## src/rtl/buffer_resultado_ula.sv

```systemverilog
// buffer_resultado_ula
// Small first-word-fall-through FIFO that holds ALU results together with the
// opcode and comparator flags that produced them. Unsupported opcodes are
// captured with a zeroed result and an "invalid" marker, so downstream logic
// never sees a stale or meaningless value.
//
// Optional feature: define ULA_BUFFER_CONTADOR_EN to add Contador_Operacoes,
// a saturating 16-bit count of accepted pushes.
//
// Ports
//   clk, rst          rising-edge clock, synchronous active-high reset
//   Resultado[15:0]   ALU result offered by upstream
//   Sel_Op[3:0]       opcode that produced Resultado
//   Maior/Menor/Igual comparator flags for Resultado
//   Entrada_Valida    upstream offers an entry
//   Entrada_Pronta    buffer has room (not full)
//   Saida_Resultado   head result (0 when empty)
//   Saida_Sel_Op      head opcode (0 when empty)
//   Saida_Flags       head flags {Maior,Menor,Igual} (0 when empty)
//   Saida_Invalida    head opcode was unsupported (0 when empty)
//   Saida_Valida      head entry present
//   Saida_Pronta      downstream consumes head this cycle
//   Ocupacao          number of stored entries
//   Contador_Operacoes (optional) saturating accepted-push count
module buffer_resultado_ula #(
  parameter int PROFUNDIDADE = 4,
  localparam int AW = $clog2(PROFUNDIDADE)
) (
  input  logic        clk,
  input  logic        rst,
  input  logic [15:0] Resultado,
  input  logic [3:0]  Sel_Op,
  input  logic        Maior,
  input  logic        Menor,
  input  logic        Igual,
  input  logic        Entrada_Valida,
  output logic        Entrada_Pronta,
  output logic [15:0] Saida_Resultado,
  output logic [3:0]  Saida_Sel_Op,
  output logic [2:0]  Saida_Flags,
  output logic        Saida_Invalida,
  output logic        Saida_Valida,
  input  logic        Saida_Pronta,
  output logic [AW:0] Ocupacao
`ifdef ULA_BUFFER_CONTADOR_EN
  ,
  output logic [15:0] Contador_Operacoes
`endif
);

  logic [15:0] r_mem_res   [PROFUNDIDADE];
  logic [3:0]  r_mem_op    [PROFUNDIDADE];
  logic [2:0]  r_mem_flags [PROFUNDIDADE];
  logic        r_mem_inv   [PROFUNDIDADE];

  logic [AW-1:0] r_wr_ptr;
  logic [AW-1:0] r_rd_ptr;
  logic [AW:0]   r_ocup;

  logic w_full;
  logic w_empty;
  logic w_push;
  logic w_pop;
  logic w_op_invalida;

  // Readiness depends only on registered occupancy: a full buffer refuses
  // an entry even when a pop happens in the same cycle.
  assign w_full  = (r_ocup == (AW+1)'(PROFUNDIDADE));
  assign w_empty = (r_ocup == '0);
  assign w_push  = Entrada_Valida && !w_full;
  assign w_pop   = Saida_Pronta && !w_empty;

  // Unsupported opcodes: 0101 and 1100..1111.
  assign w_op_invalida = (Sel_Op == 4'b0101) || (Sel_Op[3:2] == 2'b11);

  // Storage is not reset; occupancy gates every read of it.
  always_ff @(posedge clk) begin
    if (!rst && w_push) begin
      r_mem_res[r_wr_ptr]   <= w_op_invalida ? 16'h0000 : Resultado;
      r_mem_op[r_wr_ptr]    <= Sel_Op;
      r_mem_flags[r_wr_ptr] <= {Maior, Menor, Igual};
      r_mem_inv[r_wr_ptr]   <= w_op_invalida;
    end
  end

  // Power-of-two depth: pointers wrap by natural overflow.
  always_ff @(posedge clk) begin
    if (rst) begin
      r_wr_ptr <= '0;
      r_rd_ptr <= '0;
      r_ocup   <= '0;
    end else begin
      if (w_push) r_wr_ptr <= r_wr_ptr + AW'(1);
      if (w_pop)  r_rd_ptr <= r_rd_ptr + AW'(1);
      r_ocup <= r_ocup + (AW+1)'(w_push) - (AW+1)'(w_pop);
    end
  end

`ifdef ULA_BUFFER_CONTADOR_EN
  logic [15:0] r_contador;

  always_ff @(posedge clk) begin
    if (rst)
      r_contador <= '0;
    else if (w_push && r_contador != 16'hFFFF)
      r_contador <= r_contador + 16'd1;
  end

  assign Contador_Operacoes = r_contador;
`endif

  assign Entrada_Pronta  = !w_full;
  assign Saida_Valida    = !w_empty;
  assign Ocupacao        = r_ocup;
  assign Saida_Resultado = w_empty ? 16'h0000 : r_mem_res[r_rd_ptr];
  assign Saida_Sel_Op    = w_empty ? 4'h0     : r_mem_op[r_rd_ptr];
  assign Saida_Flags     = w_empty ? 3'b000   : r_mem_flags[r_rd_ptr];
  assign Saida_Invalida  = w_empty ? 1'b0     : r_mem_inv[r_rd_ptr];

endmodule

```

## config.mk

```make
export PLATFORM = sky130hd
export DESIGN_NAME = buffer_resultado_ula
export DESIGN_NICKNAME = d
export VERILOG_FILES = /design/src/rtl/buffer_resultado_ula.sv
export SDC_FILE = /design/constraint.sdc
export NUM_CORES = 1
export LEC_CHECK = 0
export CAP_MARGIN = 20
export CORE_MARGIN = 2
export CORE_UTILIZATION = 45
export DETAILED_ROUTE_END_ITERATION = 8
export PLACE_DENSITY = 0.67
export SLEW_MARGIN = 10
export SYNTH_ARGS = -nofsm -noshare
export SYNTH_HDL_FRONTEND = slang
export SYNTH_SLANG_ARGS = --single-unit
export TNS_END_PERCENT = 1
```

## constraint.sdc

```tcl
create_clock -name clk -period 8.45 [get_ports clk]
set_input_delay 1.69 -clock clk [delete_from_list [all_inputs] [get_ports clk]]
set_output_delay 1.69 -clock clk [all_outputs]
set_load 0.01 [all_outputs]
```

# == Word level (Yosys, flattened, before mapping) ==
# Memories as Yosys holds them, arrays and structs flattened. A register that Yosys moved wholly into a read port is not among the register bits.
# Cells that the tools add are included.
# op_classes
eq_ne,3
mux,15
reduce_logical,8
add_sub_neg,4
# ops
cell,n
two-way mux 16 bit,2
two-way mux 2 bit,8
adder 2 x 1 -> 2 bit (second input constant),2
equality test 4 x 3 -> 1 bit (second input constant),1
two-way mux 4 bit,1
adder 3 x 1 -> 3 bit,1
equality test 3 bit (second input constant),1
logical AND 1 bit,3
zero test 1 bit,3
zero test 3 bit,1
two-way mux 1 bit,3
two-way mux 3 bit,1
subtractor 3 x 1 -> 3 bit,1
equality test 2 bit (second input constant),1
logical OR 1 bit,1
# totals
word_cells,37
output_inout_bits,29
input_bits,27
mem_bits_rw,96
regBits,7
memories,4
# memory_table
name,depth,width,rd,rd_ports_with_merged_regs,write_ports,line,rtl
r_mem_res,4,16,1,1,1,51,logic [15:0] r_mem_res [PROFUNDIDADE];
r_mem_op,4,4,1,1,1,52,logic [3:0] r_mem_op [PROFUNDIDADE];
r_mem_flags,4,3,1,1,1,53,logic [2:0] r_mem_flags [PROFUNDIDADE];
r_mem_inv,4,1,1,1,1,54,logic r_mem_inv [PROFUNDIDADE];

# == Logic depth before layout (Yosys ltp) ==
# Gate-level depths: netlist (run 1).
# logic_depth
depth_word,6
mapped_depth,10
ltp_nobuf,10

# == Least setup slack after synthesis (run 1) ==
# Ideal clock, no wire load.
# synth_path
kind,input -> register
start,input port rst
end,memory r_mem_flags[1][0] (enable)
setup_slack_ns,4.276
required_time_ns,8.010
stages,2
setup_ns,0.440
arrival_time_ns,3.734
n_path_buf,1
path_cell_list,clkbuf_1 nor3b_1
# synth_between
elab_chain_cells,4
# synth_rtl
element,line,rtl
from (decl),30,"input logic rst,"
zero test 1 bit,78,if (!rst && w_push) begin
logical AND 1 bit,78,
two-way mux 1 bit,78,
two-way mux 1 bit (implied by the code),81,"r_mem_flags[r_wr_ptr] <= {Maior, Menor, Igual};"
to (decl),53,
# Every way passes these cells.

==> impl_metrics.csv, run 1 <==
group,metric,value,unit
timing,timing_worst_slew_pin_value,0.880,ns
layout,ratio_of_cells_with_drive_above_1_in_the_final_layout,18.9,%
critical_path,crit_chain,"mux4_2, nor2b_1, clkdlybuf4s50_1",
clock_network,max-clock-path-buffers,2,
synth,seq_area_frac_synth,72.4,%
clock_network,cts_made_buffers,9,
die,fp.dieW,101,um
drt,detail_route.wl_per_cell,17.3,um
placement,place.gp.congestion,0.690,
critical_path,cp.required,6.76,ns
die,initial_core_util,46.0,%
timing,finalCriticalPeriod,4.22,ns
critical_path,cpPeakStageDelay,0.92,ns
drt,drt-total-wl,6.97,mm
drt,drt_first_pass_iters,4,
global_routing,grt_start_max_net_pins,28,
placement,numPlacedInstances,385,
die,dieHeight,101,um
synth,combinational_family_with_the_most_area_after_synthesis,"multiplexers",
placement,buffer_ports.inserted,55,
die,die-area,0.0102,sq mm
timing,timing.fmax,237,MHz
layout,antenna-diode-count,0,
global_routing,grt_pass1_vias,2197,
global_routing,grt_antenna_before_repair,0,
critical_path,origin_of_the_critical_flop_to_flop_path,"Ocupacao[2]",
die,design.core.area,0.00920,sq mm
timing,finalSetupViolations,0,
synth,synth-compound-area-share,0.532,%
worst_hold_path,hold_path.class,"register to register",
critical_path,worst_setup_path_start_kind,"register",
critical_path,r2r-end,"Ocupacao[2]",
synth,yosys.area.top_type_share,68.1,%
timing,worst_hold_slack,0.513,ns
power,total_leakage_power,1.66,nW
clock_network,cts_setup_buffers,0,
synth,synthXorXnorAreaFrac,0.621,%
clock_network,clkSlewWorstSetupHoldPaths,0.09,ns
timing,maxSlewViolCount,0,
layout,finalNetCount,320,
worst_hold_path,min_delay_worst_endpoint,"r_rd_ptr[1]",
synth,yosys.area_share.simple,8.70,%
run,maxCapViolations,0,
clock_network,insertion_delay,0.36,ns
critical_path,critical_path_arrival,2.53,ns
clock_network,cts_h_tree_depth,3,
synth,synth_area_in_adders,2.25,%
synth,synth_seq_cells,105,
critical_path,worst-path-max-fanout,24,
die,row_count,35,
power,power-per-cell-area,263,mW/mm^2
timing,worst_clock_skew,0.0108,ns
synth,netlist_top_cells_area,"sky130_fd_sc_hd__edfxtp_1 68%, sky130_fd_sc_hd__mux4_2 13%, sky130_fd_sc_hd__dfxtp_1 4.3%, sky130_fd_sc_hd__nor2b_1 4.0%, sky130_fd_sc_hd__and2_1 2.4%",
timing,period_share,50.0,%
clock_network,cts-hold-fix-buffers,0,
critical_path,worstSetupEndpointType,"output pin",
synth,cell_type_contributing_the_most_total_cell_area_after_synthesis,"sky130_fd_sc_hd__edfxtp_1",
global_routing,grt_first_pass_wirelength,11.2,mm
die,num_io_pins,56,
global_routing,grt_overflow,0,
synth,post_synth_mux_area_share,13.4,%
run_status,status,"finished, final reports clean",
layout,syn2layout_area_growth,21.0,%
critical_path,path_class,"register to output pin",
drt,remaining_drc_errors,0,
layout,multi_input_area,0.00110,sq mm
power,final_power,1.35,mW
synth,synth_warnings,0,
drt,vias,2100,
synth,yosysUniqueCellTypes,29,
critical_path,regToRegSetupSlack,6.07,ns
synth,syn-mean-instance-area,19.0,sq um
synth,syn-cell-area,0.00423,sq mm
clock_network,clock-root-buffer,"sky130_fd_sc_hd__clkbuf_8",
drt,drt_iter0_drc,132,
worst_hold_path,hp-start,"r_rd_ptr[1]",
clock_network,post_cts_resize_count,0,
timing,rsz0062_at_grt,"no",
clock_network,cts_tree,"done",
synth,synth_fp_nets,257,
clock_network,cts_num_sinks,105,
layout,finish.cell_count_without_fillers,402,
power,ir_worst_vdd,0.104,mV
layout,regArea,0.00306,sq mm
timing,timing.slew.headroom,41.4,%
drt,postRouteAntennaNets,0,
synth,synthesis.instances,223,
global_routing,track_usage,15.1,%
critical_path,cp_slowest_cell,"sky130_fd_sc_hd__dfxtp_2",
placement,dp_hpwl,4.22,mm
layout,fill_cells,747,
drt,drt-vias-per-instance,5.22,
timing,final_setup_tns,0,ns
critical_path,rr_worst_depth,10,
worst_hold_path,depth_of_the_worst_hold_timing_path,2,
timing,final_hold_viol_count,0,
## worst max-delay path: cells and delay by family, from the launching register on
kind	cells	cell delay, ns
buf+inv	1	0.51
flops	1	0.92
mux	1	0.59
simple gates	1	0.16
## per-layer routing
layer  wire (um)  part of all wire, %  up-vias  global-route usage [%]
met1        3000                   43     1071                    19.2
met3         314                  4.5        7                    3.19
met4         100                  1.4        0                    5.93
li1            -                    -      968                       -
met5           0                    0        -                       0
met2        3560                   51       54                    25.6
## report_power, final
group / internal [mW] / leakage, nW / switching (mW)
sequential: 0.609 / 0.952 / 0.0465
clock: 0.108 / 0.0827 / 0.163
combinational: 0.255 / 0.627 / 0.166
## cell usage after synthesis (all sizes together)
cell type  number
o31ai           1
buf             6
and2           17
edfxtp         96
or3             1
fa              1
mux2i           1
o21ai           2
a21oi           1
mux4           24
nor3b           4
clkbuf          4
ha              6
nor2b          27
nand2b          2
mux2            1
xnor2           2
nor3            1
nand2           1
or3b            1
dfxtp           9
nor2            5
inv             9
xor2            1
## stage by stage
step / instance area [sq um] / setup slack [ns] / utilization, %
6_report: 5120 / 4.23 / 55.6
5_1_grt: 5120 / 4.00 / 55.6
4_1_cts: 5110 / 4.10 / 55.5
3_5_place_dp: 4940 / 4.49 / 53.7
3_3_place_gp: 4940 / 4.52 / 53.7
2_1_floorplan: 4230 / 4.28 / -
## how the worst max path moves through the flow
stage / from / depth (start not counted) / slack (ns) / to
6_report: register / 3 / 4.23 / Saida_Resultado[1]
3_3_place_gp: register / 3 / 4.52 / Saida_Resultado[6]
4_1_cts: register / 3 / 4.10 / Saida_Resultado[6]
3_5_place_dp: register / 3 / 4.49 / Saida_Resultado[6]
2_1_floorplan: rst / 2 / 4.28 / r_mem_flags[1][0]
5_1_grt: register / 3 / 4.00 / Saida_Resultado[4]
## cell usage in the layout, fill, tap and decap left out, types with 2 or more instances in the layout
master and instances:
sky130_fd_sc_hd__and2_1 16, sky130_fd_sc_hd__dfxtp_1 8, sky130_fd_sc_hd__nand2b_1 2, sky130_fd_sc_hd__clkbuf_8 9, sky130_fd_sc_hd__clkinv_2 2, sky130_fd_sc_hd__buf_4 6, sky130_fd_sc_hd__clkinvlp_4 2, sky130_fd_sc_hd__mux4_2 24
sky130_fd_sc_hd__xnor2_1 2, sky130_fd_sc_hd__clkdlybuf4s50_1 55, sky130_fd_sc_hd__nor2_1 5, sky130_fd_sc_hd__edfxtp_1 96, sky130_fd_sc_hd__nor2b_1 27, sky130_fd_sc_hd__ha_1 6, sky130_fd_sc_hd__inv_1 8, sky130_fd_sc_hd__nor3b_2 4
## state kept, by name (all words and copies together), names as in the netlist, named ones only
name / flops
r_wr_ptr: 2
r_rd_ptr: 2
r_mem_op: 16
r_mem_inv: 4
r_mem_res: 64
r_mem_flags: 12
Ocupacao: 3
## layout make-up
class | instances | area share [%]
clock inverters | 6 | 0.831
well taps | 111 | 2.71
inverters | 9 | 0.660
clock buffers | 10 | 2.49
multi-input cells | 99 | 21.6
flip-flops and latches | 105 | 59.9
repair buffers | 62 | 11.9
## cells by family (layout without fill, tap and decap cells)
family	count (synthesis)	in the layout
and+or+nand+nor	59	59
xor gates and xnor gates	3	3
DFF	105	105
buffers and inverters	19	87
muxes	26	26
AOI/OAI and AO/OA	4	4
adders and majority gates	7	7
(Power assumes the default switching activity.)
==> run 2: changes to the inputs <==
--- a/config.mk
+++ b/config.mk
@@ -9,7 +9,7 @@
 export CORE_MARGIN = 2
 export CORE_UTILIZATION = 45
 export DETAILED_ROUTE_END_ITERATION = 8
-export PLACE_DENSITY = 0.67
+export PLACE_DENSITY = 0.7
 export SLEW_MARGIN = 10
 export SYNTH_ARGS = -nofsm -noshare
 export SYNTH_HDL_FRONTEND = slang
==> constraint.sdc (replaced) <==
create_clock -name clk -period 3.5 [get_ports clk]
set_input_delay 0.7 -clock clk [delete_from_list [all_inputs] [get_ports clk]]
set_output_delay 0.7 -clock clk [all_outputs]
set_load 0.01 [all_outputs]
==> run 2 against run 1 <==
Against the previous run: via count shrank 1.9%; largest power group unchanged; largest cell class unchanged; final cell count is 1.5% higher; hold slack worse by 0.014 ns; wire length down 0.79%; count of clock-buffer cells in the layout grew 5; critical endpoint is now Saida_Invalida; combinational power grew to 2.5 times the previous value; sequential power rose by 140%; first-iteration DRC count decreased by 16%; final area rose by 2.2%; sequential cell count did not move; clock skew shrank 0.0032 ns; core utilization grew 1.2 points.
==> impl_metrics.csv, run 2 (same netlist as run 1, synthesis figures left out) <==
group,metric,value,unit
die,die-area,0.0102,sq mm
timing,finalSetupViolations,0,
critical_path,r2r-end,"Ocupacao[2]",
layout,final_cell_mix,"96 x sky130_fd_sc_hd__edfxtp_1, 55 x sky130_fd_sc_hd__clkdlybuf4s50_1, 27 x sky130_fd_sc_hd__nor2b_1",
die,dieHeight,101,um
power,power-per-cell-area,655,mW/mm^2
clock_network,insertion_delay,0.35,ns
layout,ratio_of_cells_with_drive_above_1_in_the_final_layout,19.9,%
timing,worst_clock_skew,0.00757,ns
critical_path,worst-path-max-fanout,11,
critical_path,origin_of_the_critical_flop_to_flop_path,"Ocupacao[2]",
global_routing,grt_start_max_net_pins,25,
run,maxCapViolations,0,
global_routing,grt_antenna_before_repair,0,
timing,final_setup_tns,0,ns
die,row_count,35,
timing,timing.fmax,325,MHz
placement,post_place_setup_slack,0.760,ns
layout,final_common_cell,"sky130_fd_sc_hd__edfxtp_1",
drt,vias,2061,
timing,final_hold_viol_count,0,
clock_network,cts_tree,"done",
critical_path,worst_setup_path_start_kind,"register",
critical_path,cp_slowest_cell,"sky130_fd_sc_hd__dfxtp_2",
critical_path,worstSetupEndpointType,"output pin",
critical_path,critical_path_arrival,2.38,ns
placement,dp_hpwl,4.59,mm
clock_network,cts_num_sinks,105,
drt,drt_first_pass_iters,4,
layout,layout_cell_area_excl_fill,0.00523,sq mm
critical_path,cpPeakStageDelay,0.57,ns
power,ir_worst_vdd,0.327,mV
die,fp.dieW,101,um
die,design.core.area,0.00920,sq mm
layout,finalNetCount,326,
clock_network,cts_made_buffers,9,
power,internal_power,2.55,mW
worst_hold_path,depth_of_the_worst_hold_timing_path,2,
timing,timing.slew.headroom,61.9,%
worst_hold_path,min_delay_worst_endpoint,"r_rd_ptr[1]",
placement,place_area,0.00500,sq mm
clock_network,max-clock-path-buffers,2,
power,power_frac_comb,31.3,%
drt,detail_route.wl_per_cell,17.0,um
drt,drt-total-wl,6.92,mm
critical_path,crit_chain,"buf_4, mux4_2, nor2b_1, clkdlybuf4s50_1",
power,total_leakage_power,1.73,nW
timing,maxSlewViolCount,0,
drt,drt-vias-per-instance,5.05,
worst_hold_path,hold_path.class,"register to register",
critical_path,path_class,"register to output pin",
layout,layout_top_registers,"r_mem_res: 64 flops, r_mem_op: 16 flops, r_mem_flags: 12 flops",
drt,drt_iter0_drc,111,
timing,rsz0062_at_grt,"no",
critical_path,cp.required,2.80,ns
critical_path,regToRegSetupSlack,1.10,ns
clock_network,cts_setup_buffers,0,
layout,antenna-diode-count,0,
layout,regArea,0.00306,sq mm
power,clockPowerShare,23.4,%
clock_network,cts-hold-fix-buffers,0,
clock_network,clkSlewWorstSetupHoldPaths,0.09,ns
global_routing,grt_pass1_vias,2219,
layout,syn2layout_area_growth,23.6,%
drt,remaining_drc_errors,0,
global_routing,grt_first_pass_wirelength,11.2,mm
timing,period_share,87.9,%
timing,final_critical_path_setup_slack,0.422,ns
drt,postRouteAntennaNets,0,
timing,timing_worst_slew_pin_value,0.571,ns
layout,regMostFlops,"r_mem_res",
run_status,status,"finished, final reports clean",
power,switching_power,0.879,mW
power,seq_power_share,45.3,%
critical_path,rr_worst_depth,10,
worst_hold_path,hp-start,"r_rd_ptr[1]",
layout,max_reg_flops,64,
placement,buffer_ports.inserted,55,
clock_network,post_cts_resize_count,0,
global_routing,grt_overflow,0,
layout,fill_cells,733,
die,num_io_pins,56,
clock_network,clock-root-buffer,"sky130_fd_sc_hd__clkbuf_8",
layout,multi_input_area,0.00110,sq mm
placement,place.gp.congestion,0.661,
timing,finalCriticalPeriod,3.08,ns
power,sw_frac_of_total,25.6,%
die,initial_core_util,46.0,%
clock_network,cts_h_tree_depth,3,
global_routing,track_usage,15.4,%
## run 2: cell count changes in the layout (fill, tap and decap cells not counted)
cell,change
sky130_fd_sc_hd__buf_12,+1
sky130_fd_sc_hd__clkbuf_16,+2
sky130_fd_sc_hd__buf_4,+6
sky130_fd_sc_hd__clkinv_4,-1
sky130_fd_sc_hd__clkinvlp_4,-2
sky130_fd_sc_hd__inv_6,-1
sky130_fd_sc_hd__bufinv_16,+1
sky130_fd_sc_hd__clkinv_2,-2
sky130_fd_sc_hd__clkbuf_8,+1
sky130_fd_sc_hd__clkbuf_1,+2
sky130_fd_sc_hd__buf_6,-1
## run 2: layout make-up
| class | instances | share of cell area (%) |
|---|---|---|
| Tap cell | 111 | 2.66 |
| Inverter | 9 | 0.646 |
| Sequential cell | 105 | 58.6 |
| Multi-Input combinational cell | 99 | 21.1 |
| Clock inverter | 1 | 0.574 |
| Clock buffer | 15 | 3.80 |
| Timing Repair Buffer | 68 | 12.6 |
## run 2: per-stage QoR
stage	power, mW	utilization, %	hold WS (ns)	instances
6_report	3.43	56.9	0.498	408
4_1_cts	3.48	56.9	0.501	408
3_3_place_gp	2.67	54.4	0.480	392
5_1_grt	3.62	56.9	0.547	408
3_5_place_dp	2.68	54.4	0.488	392
2_1_floorplan	2.18	-	0.459	223
## run 2: layer usage
layer  up-vias  GRT usage [%]  part of all wire, %
li1        985              -                    -
met1      1021           18.8                   42
met2        50           26.1                   52
met3         5           5.27                  5.0
met4         0           4.37                  1.1
met5         -              0                    0
## run 2: worst max path at each step
stage,end,from,cells past startpoint,slack [ns]
after floorplan,r_mem_flags[1][0],rst,2,0.32
after global placement,Ocupacao[2],Entrada_Valida,10,0.77
after detailed placement,Ocupacao[2],Entrada_Valida,10,0.76
after CTS,Saida_Resultado[14],register,4,0.35
after global routing,Saida_Resultado[11],register,4,0.23
final,Saida_Invalida,register,4,0.42
## run 2: critical path: cells and delay by family (launching register included)
family / cells / cell delay, ns
AND/OR/NAND/NOR: 1 / 0.14
buffers and inverters: 2 / 0.78
multiplexers: 1 / 0.53
flip-flops: 1 / 0.57
## run 2: power by group through the flow
stage / sequential [mW] / clock [mW] / combinational, mW
5_1_grt: 1.57 / 0.879 / 1.18
2_1_floorplan: 1.54 / 0 / 0.646
3_3_place_gp: 1.58 / 0 / 1.09
4_1_cts: 1.56 / 0.825 / 1.10
3_5_place_dp: 1.59 / 0 / 1.10
6_report: 1.55 / 0.801 / 1.07
